===== src/rtl/fixed_encoder_multi_order.sv =====
// fixed_encoder_multi_order
//   FLAC fixed-polynomial residual encoder, predictor order 0..4 selected per
//   frame. Warm-up samples (the first <order> samples of a frame) are passed
//   through verbatim. All other samples produce the full-precision order-N
//   residual. Latency is 3 clocks after acceptance, at one sample per clock.
//
// Ports
//   iClock       rising-edge clock
//   iReset       synchronous active-high reset
//   iEnable      sample strobe; iSample accepted when high
//   iFrameStart  accepted sample starts a new frame (latches iOrder)
//   iOrder       predictor order for the new frame; 5..7 treated as 4
//   iSample      signed input sample
//   oData        residual, or sign-extended warm-up sample
//   oValid       oData/oWarmup/oOrder hold the result for one sample
//   oWarmup      oData is a verbatim warm-up sample
//   oOrder       order applied to the sample on oData

module fixed_encoder_multi_order #(
   parameter int SAMPLE_WIDTH   = 16,
   parameter int RESIDUAL_WIDTH = SAMPLE_WIDTH + 4
) (
   input  logic                             iClock,
   input  logic                             iReset,
   input  logic                             iEnable,
   input  logic                             iFrameStart,
   input  logic [2:0]                       iOrder,
   input  logic signed [SAMPLE_WIDTH-1:0]   iSample,
   output logic signed [RESIDUAL_WIDTH-1:0] oData,
   output logic                             oValid,
   output logic                             oWarmup,
   output logic [2:0]                       oOrder
);

   localparam int SW = SAMPLE_WIDTH;
   localparam int RW = RESIDUAL_WIDTH;
   localparam logic [2:0] MAX_ORDER = 3'd4;

   function automatic logic signed [RW-1:0] sext(input logic signed [SW-1:0] v);
      return {{(RW-SW){v[SW-1]}}, v};
   endfunction

   // ---------------------------------------------------------------------
   // Frame order / warm-up bookkeeping for the sample being accepted now.
   // A frame start takes effect on its own sample, so the effective order
   // and counter are muxed before the registered values are updated.
   // ---------------------------------------------------------------------
   logic [2:0] frame_order;
   logic [2:0] warm_cnt;
   logic [2:0] order_in;
   logic [2:0] cur_order;
   logic [2:0] cur_cnt;
   logic [2:0] cnt_next;
   logic       cur_warm;

   always_comb begin
      order_in  = (iOrder > MAX_ORDER) ? MAX_ORDER : iOrder;
      cur_order = iFrameStart ? order_in : frame_order;
      cur_cnt   = iFrameStart ? 3'd0 : warm_cnt;
      cur_warm  = (cur_cnt < cur_order);
      cnt_next  = (cur_cnt >= MAX_ORDER) ? MAX_ORDER : cur_cnt + 3'd1;
   end

   // ---------------------------------------------------------------------
   // S1: sample, flags and history taps (taps are the history *before*
   // this sample). History shifts only on accepted samples.
   // ---------------------------------------------------------------------
   logic signed [SW-1:0] h1, h2, h3, h4;
   logic                 s1_valid;
   logic                 s1_warm;
   logic [2:0]           s1_order;
   logic signed [SW-1:0] s1_x, s1_x1, s1_x2, s1_x3, s1_x4;

   always_ff @(posedge iClock) begin
      if (iReset) begin
         frame_order <= '0;
         warm_cnt    <= MAX_ORDER;
         h1          <= '0;
         h2          <= '0;
         h3          <= '0;
         h4          <= '0;
         s1_valid    <= 1'b0;
         s1_warm     <= 1'b0;
         s1_order    <= '0;
         s1_x        <= '0;
         s1_x1       <= '0;
         s1_x2       <= '0;
         s1_x3       <= '0;
         s1_x4       <= '0;
      end else begin
         s1_valid <= iEnable;
         if (iEnable) begin
            frame_order <= cur_order;
            warm_cnt    <= cnt_next;
            s1_warm     <= cur_warm;
            s1_order    <= cur_order;
            s1_x        <= iSample;
            s1_x1       <= h1;
            s1_x2       <= h2;
            s1_x3       <= h3;
            s1_x4       <= h4;
            h1          <= iSample;
            h2          <= h1;
            h3          <= h2;
            h4          <= h3;
         end
      end
   end

   // ---------------------------------------------------------------------
   // S2: coefficient-scaled taps. Magnitudes only; the alternating signs
   // of the binomial coefficients are applied when summing in S3.
   // ---------------------------------------------------------------------
   logic signed [RW-1:0] e1, e2, e3, e4;
   logic signed [RW-1:0] t1_n, t2_n, t3_n, t4_n;

   always_comb begin
      e1   = sext(s1_x1);
      e2   = sext(s1_x2);
      e3   = sext(s1_x3);
      e4   = sext(s1_x4);
      t1_n = '0;
      t2_n = '0;
      t3_n = '0;
      t4_n = '0;
      case (s1_order)
         3'd1: begin
            t1_n = e1;
         end
         3'd2: begin
            t1_n = e1 <<< 1;
            t2_n = e2;
         end
         3'd3: begin
            t1_n = (e1 <<< 1) + e1;
            t2_n = (e2 <<< 1) + e2;
            t3_n = e3;
         end
         3'd4: begin
            t1_n = e1 <<< 2;
            t2_n = (e2 <<< 2) + (e2 <<< 1);
            t3_n = e3 <<< 2;
            t4_n = e4;
         end
         default: begin
         end
      endcase
   end

   logic                 s2_valid;
   logic                 s2_warm;
   logic [2:0]           s2_order;
   logic signed [RW-1:0] s2_t0, s2_t1, s2_t2, s2_t3, s2_t4;

   always_ff @(posedge iClock) begin
      if (iReset) begin
         s2_valid <= 1'b0;
         s2_warm  <= 1'b0;
         s2_order <= '0;
         s2_t0    <= '0;
         s2_t1    <= '0;
         s2_t2    <= '0;
         s2_t3    <= '0;
         s2_t4    <= '0;
      end else begin
         s2_valid <= s1_valid;
         s2_warm  <= s1_warm;
         s2_order <= s1_order;
         s2_t0    <= sext(s1_x);
         s2_t1    <= t1_n;
         s2_t2    <= t2_n;
         s2_t3    <= t3_n;
         s2_t4    <= t4_n;
      end
   end

   // ---------------------------------------------------------------------
   // S3: two signed partial sums. Every intermediate stays within the
   // residual range, so no extra guard bits are needed.
   // ---------------------------------------------------------------------
   logic                 s3_valid;
   logic                 s3_warm;
   logic [2:0]           s3_order;
   logic signed [RW-1:0] s3_x, s3_p0, s3_p1;

   always_ff @(posedge iClock) begin
      if (iReset) begin
         s3_valid <= 1'b0;
         s3_warm  <= 1'b0;
         s3_order <= '0;
         s3_x     <= '0;
         s3_p0    <= '0;
         s3_p1    <= '0;
      end else begin
         s3_valid <= s2_valid;
         s3_warm  <= s2_warm;
         s3_order <= s2_order;
         s3_x     <= s2_t0;
         s3_p0    <= s2_t0 - s2_t1;
         s3_p1    <= s2_t2 - s2_t3 + s2_t4;
      end
   end

   // Final sum and warm-up mux into the output register; data outputs
   // hold their last value across bubbles.
   always_ff @(posedge iClock) begin
      if (iReset) begin
         oValid  <= 1'b0;
         oData   <= '0;
         oWarmup <= 1'b0;
         oOrder  <= '0;
      end else begin
         oValid <= s3_valid;
         if (s3_valid) begin
            oData   <= s3_warm ? s3_x : (s3_p0 + s3_p1);
            oWarmup <= s3_warm;
            oOrder  <= s3_order;
         end
      end
   end

endmodule


===== config.mk =====
export PLATFORM = sky130hd
export DESIGN_NAME = fixed_encoder_multi_order
export DESIGN_NICKNAME = d
export VERILOG_FILES = /design/src/rtl/fixed_encoder_multi_order.sv
export SDC_FILE = /design/constraint.sdc
export NUM_CORES = 1
export LEC_CHECK = 0
export CORE_MARGIN = 4
export CORE_UTILIZATION = 55
export DETAILED_ROUTE_END_ITERATION = 12
export PLACE_DENSITY = 0.8
export SLEW_MARGIN = 20
export SYNTH_ARGS = -nofsm -noshare
export SYNTH_HDL_FRONTEND = slang
export SYNTH_SLANG_ARGS = --single-unit

===== constraint.sdc =====
create_clock -name iClock -period 2.9 [get_ports iClock]
set_clock_uncertainty 0.15 [all_clocks]
set_input_delay 0.58 -clock iClock [delete_from_list [all_inputs] [get_ports iClock]]
set_output_delay 0.58 -clock iClock [all_outputs]
set_load 0.005 [all_outputs]

### After elaboration in Yosys (flattened, before gate mapping)

Index checks and enable logic that the tools add are counted.

* register bits after elaboration: 271
* bits of input ports: 23
* word-level logic and storage cells: 52

* add/subtract/negate cells: 8
* $lt $le $gt $ge: 3
* equal/unequal tests: 4
* multiplexer cells: 8
* bitwise gates (word level): 1
* reduce and logical (&&, ||, !) cells: 1

Operator list (number)
* case mux 20 bit (4 select lines): 1
* case mux 20 bit (3 select lines): 1
* case mux 20 bit (2 select lines): 1
* adder 17 x 16 -> 18 bit: 2
* adder 20 x 16 -> 20 bit: 1
* adder 20 bit: 1
* 2-to-1 mux 20 bit: 1
* subtractor 16 x 20 -> 20 bit: 1
* subtractor 20 bit: 1
* adder 18 x 17 -> 19 bit: 1
* 2-to-1 mux 3 bit: 4
* == test 3 x 2 -> 1 bit, second input constant: 2
* adder 3 x 1 -> 3 bit, second input constant: 1
* == test 3 x 1 -> 1 bit, second input constant: 1
* == test 3 bit, second input constant: 1
* >= comparator 3 bit, second input constant: 1
* greater-than comparator 3 bit, second input constant: 1
* < comparator 3 bit: 1
* OR reduction 2 bit: 1
* NOT 1 bit: 1

### Depth between registers and ports, before layout

* depth after elaboration: 4
* mapped depth: 12

### Worst setup path after synthesis

OpenSTA, ideal clock, no wires.

* path kind: reg2reg
* from: register s2_t2[10]
* to: register s3_p1[15]
* arrival time: 2.681 ns
* slack: -0.052 ns
* cell stages (with the launch flop): 12
* buffers on the path: 0
* period minus slack after synthesis: 2.952 ns
* path through: dfxtp_1 -> inv_1 -> fa_1 -> inv_1 -> ha_1 -> a2111oi_0 -> a22oi_1 -> a21boi_0 -> a41oi_2 -> nand2b_1 -> a21oi_1 -> mux2_2

* word-level cells in the longest chain between the ends: 2

Ends and longest elaborated chain
* start, declared: line 153 `logic signed [RW-1:0] s2_t0, s2_t1, s2_t2, s2_t3, s2_t4;`
* start signal, assigned: line 171 `s2_t2 <= t2_n;`
* subtractor 20 bit: line 200 `s3_p1 <= s2_t2 - s2_t3 + s2_t4;`
* adder 20 x 16 -> 20 bit: line 200
* end signal, assigned: line 200
* end, declared: line 184 `logic signed [RW-1:0] s3_x, s3_p0, s3_p1;`

Every way passes these cells.
A chain may end at the register's enable or synchronous reset.

### Final worst setup path

Ends and elaborated chain as after synthesis.

==> impl_table.tex <==
\begin{tabular}{lr}
\hline
Metric & Value \\
\hline
\multicolumn{2}{l}{\textbf{Status}} \\
Result of the run & complete, but fails checks \\
Violations in the final reports & setup timing \\
\multicolumn{2}{l}{\textbf{Clocking}} \\
Hold buffers post-CTS & 0 \\
Clock buffer count from CTS & 28 \\
Library cell used as clock root buffer & sky130\_fd\_sc\_hd\_\_clkbuf\_16 \\
TritonCTS clock tree & done \\
CTS sink cnt & approximately 270 \\
Count of H-tree levels built during CTS & 1 \\
Bufs on Longest Clock Path & 3 \\
Clock latency at the later pin of the worst-skew pair & about 0.54 ns \\
Clock Pin Slew Worst Setup and Hold Paths & 0.06 ns \\
\multicolumn{2}{l}{\textbf{Yosys}} \\
Simple-gate portion of the synthesized area & 0.1612 \\
Dominant cells by area after synthesis & sky130\_fd\_sc\_hd\_\_dfxtp\_1, sky130\_fd\_sc\_hd\_\_ha\_1, sky130\_fd\_sc\_hd\_\_mux2i\_1, sky130\_fd\_sc\_hd\_\_nor2\_1, sky130\_fd\_sc\_hd\_\_fa\_1 \\
Cell area after synthesis & roughly 14,000 um\^{}2 \\
Post-synthesis register bit count & around 270 \\
Most common cell in the synthesized netlist & sky130\_fd\_sc\_hd\_\_dfxtp\_1 \\
Share of the yosys chip area belonging to registers & 0.3879 \\
Top cell types by occurrence after synthesis & sky130\_fd\_sc\_hd\_\_dfxtp\_1, sky130\_fd\_sc\_hd\_\_nor2\_1, sky130\_fd\_sc\_hd\_\_inv\_1 \\
Synthesized netlist net count & between 1.5k and 2k \\
Number of warnings reported in the yosys synthesis log & 0 \\
Synthesized area per cell & 8.919 um\^{}2 \\
Share of synthesized cell area in full adder, half adder and majority cells & 0.1165 \\
Area share of xor/xnor cells in the synthesized design & 0.03637 \\
Share of the synthesized area in compound gates (AO/OA/AOI/OAI) & 0.1708 \\
Synth async-reset ratio & 0 \\
Portion of synthesized cell area occupied by the leading cell type & 0.3879 \\
Share of cell area taken by muxes after synthesis & 0.07693 \\
Number of distinct library cell variants in the gate-level netlist after synthesis & 76 \\
Count of mapped cells out of synthesis & roughly 1.5k \\
Combinational family with the most area after synthesis & compound AO/OA/AOI/OAI gates \\
Leading register cell type out of synthesis & sky130\_fd\_sc\_hd\_\_dfxtp\_1 \\
Number of enable-type register cells in the synthesized netlist & 0 \\
Area leader, netlist & sky130\_fd\_sc\_hd\_\_dfxtp\_1 \\
\multicolumn{2}{l}{\textbf{Detailed routing}} \\
Final wirelength & 34,640 um \\
DR DRC count & 0 \\
Count of routing violations after the opening detailed-route iteration & between 1k and 1.5k \\
Vias/cell & roughly 5.8 \\
Average detailed-routed wire length per instance & between 15 and 20 um \\
Total vias in the final route & about 11k \\
Number of iterations in the first detailed-routing pass & 5 \\
Number of nets with antenna violations after detailed routing & 0 \\
\multicolumn{2}{l}{\textbf{Floorplan}} \\
Area of the die & 27,550 um\^{}2 \\
Total I/O pin count & 48 \\
Core box area & between 20,000 and 25,000 um\^{}2 \\
Standard-cell rows & 57 \\
Initial cell density of the core & 0.5611 \\
Overall die width & roughly 170 um \\
Y dimension of the die & $\sim$170 um \\
\multicolumn{2}{l}{\textbf{Global route}} \\
Total congestion overflow & 0 \\
Largest net degree at the start of global routing & 59 \\
Most heavily used metal layer in global routing & met2 \\
Number of global-route vias before repair & about 11k \\
Met1 global-route usage & 0.3277 \\
Number of antenna violations at the first check in global routing & 0 \\
Met2 layer usage reported by global route & 0.4050 \\
Total global routing track utilization & 0.2381 \\
Wire length of the first global-routing pass & 55,330 um \\
Global Route met3 Usage & 0.02476 \\
\multicolumn{2}{l}{\textbf{Power and ir drop}} \\
Leakage & 6.809 nW \\
Power Total & 8.557 mW \\
Cell Pwr Density & roughly 540 nW/um\^{}2 \\
Max IR drop VDD & 497.7 uV \\
\multicolumn{2}{l}{\textbf{Place}} \\
Global placement routability congestion & $\sim$0.94 \\
Cell area reported after detailed placement & roughly 15,000 um\^{}2 \\
Buffers added on ports & between 40 and 50 \\
Worst slack after detailed placement & -0.07385 ns \\
Final HPWL from detailed placement & 24,190 um \\
Total instance count after detailed placement & 1,902 \\
\multicolumn{2}{l}{\textbf{Worst setup path}} \\
Ordered cell list for the critical path & inv\_1 > fa\_1 > inv\_1 > ha\_4 > a2111oi\_4 > a22oi\_2 > a21boi\_2 > a41oi\_2 > nand2b\_1 > a21oi\_2 > mux2\_4 \\
Setup crit start & s2\_t2[10] \\
Path depth of the worst reg2reg path & 11 \\
Nature of the critical path endpoint & flop \\
Worst EP required & about 3.2 ns \\
Flop2flop setup slack & -0.05 ns \\
Worst flop-to-flop path endpoint & s3\_p1[15] \\
Worst-path maximum fanout & 3 \\
Max incr delay on CP & 0.53 ns \\
Startpoint types & flop \\
Worst setup path class & flop to flop \\
Most frequent cell on the critical path & sky130\_fd\_sc\_hd\_\_inv\_1 \\
Worst reg2reg startpoint & s2\_t2[10] \\
Worst endpoint data arrival time & about 3.2 ns \\
Slowest stage cell on the critical path & sky130\_fd\_sc\_hd\_\_fa\_1 \\
\multicolumn{2}{l}{\textbf{Worst hold path}} \\
Hold Path Stages & 2 \\
HP Start & iReset \\
Worst min-delay path category & input port to flop \\
Worst Hold End & s1\_x3[7] \\
\multicolumn{2}{l}{\textbf{Layout}} \\
Filler-free cell count of the finished design & about 2.0k \\
Net total in the final layout & 1,748 \\
Area added between synthesis and finish & 16.38\% \\
Fraction of final layout cells with drive strength greater than 1 & 0.09749 \\
Final cell utilization of the core & 0.6531 \\
Post-Layout Inst Area & 15,980 um\^{}2 \\
\multicolumn{2}{l}{\textbf{Timing}} \\
Setup Total Neg Slack & -0.04591 ns \\
Rel. slew slack & 0.6106 \\
Endpoints failing hold & 0 \\
Maximum achievable frequency & between 300 and 400 MHz \\
Final critical path time including I/O delays and setup & slightly below 3 ns \\
Period utilisation layout & 1.016 \\
Slew at the pin closest to its max-slew limit & 0.5759 ns \\
Final hold slack & 0.2737 ns \\
Max-slew violations & 0 \\
Unrepaired setup endpoints after global routing & yes \\
Slack of the critical path & -0.04591 ns \\
Final count of negative-setup-slack endpoints & 1 \\
\multicolumn{2}{l}{\textbf{Flow run}} \\
Max-cap viol count & 0 \\
\hline
\end{tabular}
[logic make-up after synthesis]
kind of cell,count (synthesis)
adders and majority gates,114
and+or+nand+nor,473
buffers and inverters,183
DFF,266
AOI/OAI and AO/OA,341
xor gates and xnor gates,57
muxes,105
[cells in the final DEF, fill, tap and decap left out, drive strengths merged, types with 35 or more instances in the layout]
cell | synthesis | routed
buf | 12 | 62
clkdlybuf4s50 | 0 | 45
dfxtp | 266 | 266
nand2 | 78 | 78
mux2i | 101 | 101
ha | 91 | 91
inv | 116 | 117
clkbuf | 53 | 35
nor2b | 67 | 67
nor2 | 218 | 218
o21ai | 54 | 54
a21oi | 86 | 86
[state kept, by name, indices dropped and copies added, names as in the netlist, 3 cells and up]
name      cells
s2_order      3
s1_x3        16
s1_x4        16
s1_x1        16
s1_order      3
warm_cnt      3
oOrder        3
s3_p1        20
s3_p0        20
s1_x2        16
s2_t3        18
s2_t1        18
s3_x         16
s2_t2        19
s1_x         16
s2_t4        16
s2_t0        16
s3_order      3
oData        20
[power by group]
| part | switching, mW | total, mW | internal [mW] |
|---|---|---|---|
| clock network | 1.49 | 3.72 | 2.23 |
| registers | 0.0892 | 3.86 | 3.77 |
| logic | 0.545 | 0.975 | 0.430 |
| total | 2.12 | 8.56 | 6.44 |
[worst max-delay path, delay by kind of cell, from the launching register on]
family / cells / cell delay, ns
buf+inv: 2 / 0.12
simple gates: 1 / 0.10
mux: 1 / 0.32
flops: 1 / 0.31
fa+ha+maj: 2 / 0.76
compound gates: 5 / 1.06
[worst max path at each step]
| stage | to | slack, ns | cells past startpoint |
|---|---|---|---|
| detailed placement | s3_p1[15] | -0.07 | 11 |
| global route | s3_p1[15] | -0.16 | 11 |
| floorplan | s3_p1[15] | 0.00006 | 11 |
| CTS | s3_p1[15] | 0.002 | 12 |
| finish | s3_p1[15] | -0.05 | 11 |
| global placement | s3_p1[15] | -0.03 | 11 |
[metal layers]
metal  vias up  wire length (um)
met1      5337             15370
met2       372             16510
met3        72              1799
met5         -                 0
li1       5466                 -
met4         0               965
[timing repair]
item / 4_1_cts / 5_1_grt
resized for setup: 12 / 26
setup endpoints to repair: 7 / 16
pin swaps: 3 / 5
setup buffers: 0 / 3
[cell type report]
| cell class | count | area (um^2) |
|---|---|---|
| fill | 1873 | 8487 |
| multi-input combinational | 1090 | 7879 |
| sequential | 266 | 5328 |
| timing repair buffer | 107 | 957.2 |
| clock buffer | 35 | 768.2 |
| inverter | 118 | 442.9 |
| tap | 324 | 405.4 |
| clock inverter | 15 | 192.7 |
| antenna | 1 | 2.502 |
Power figures use the tool's default switching activity.
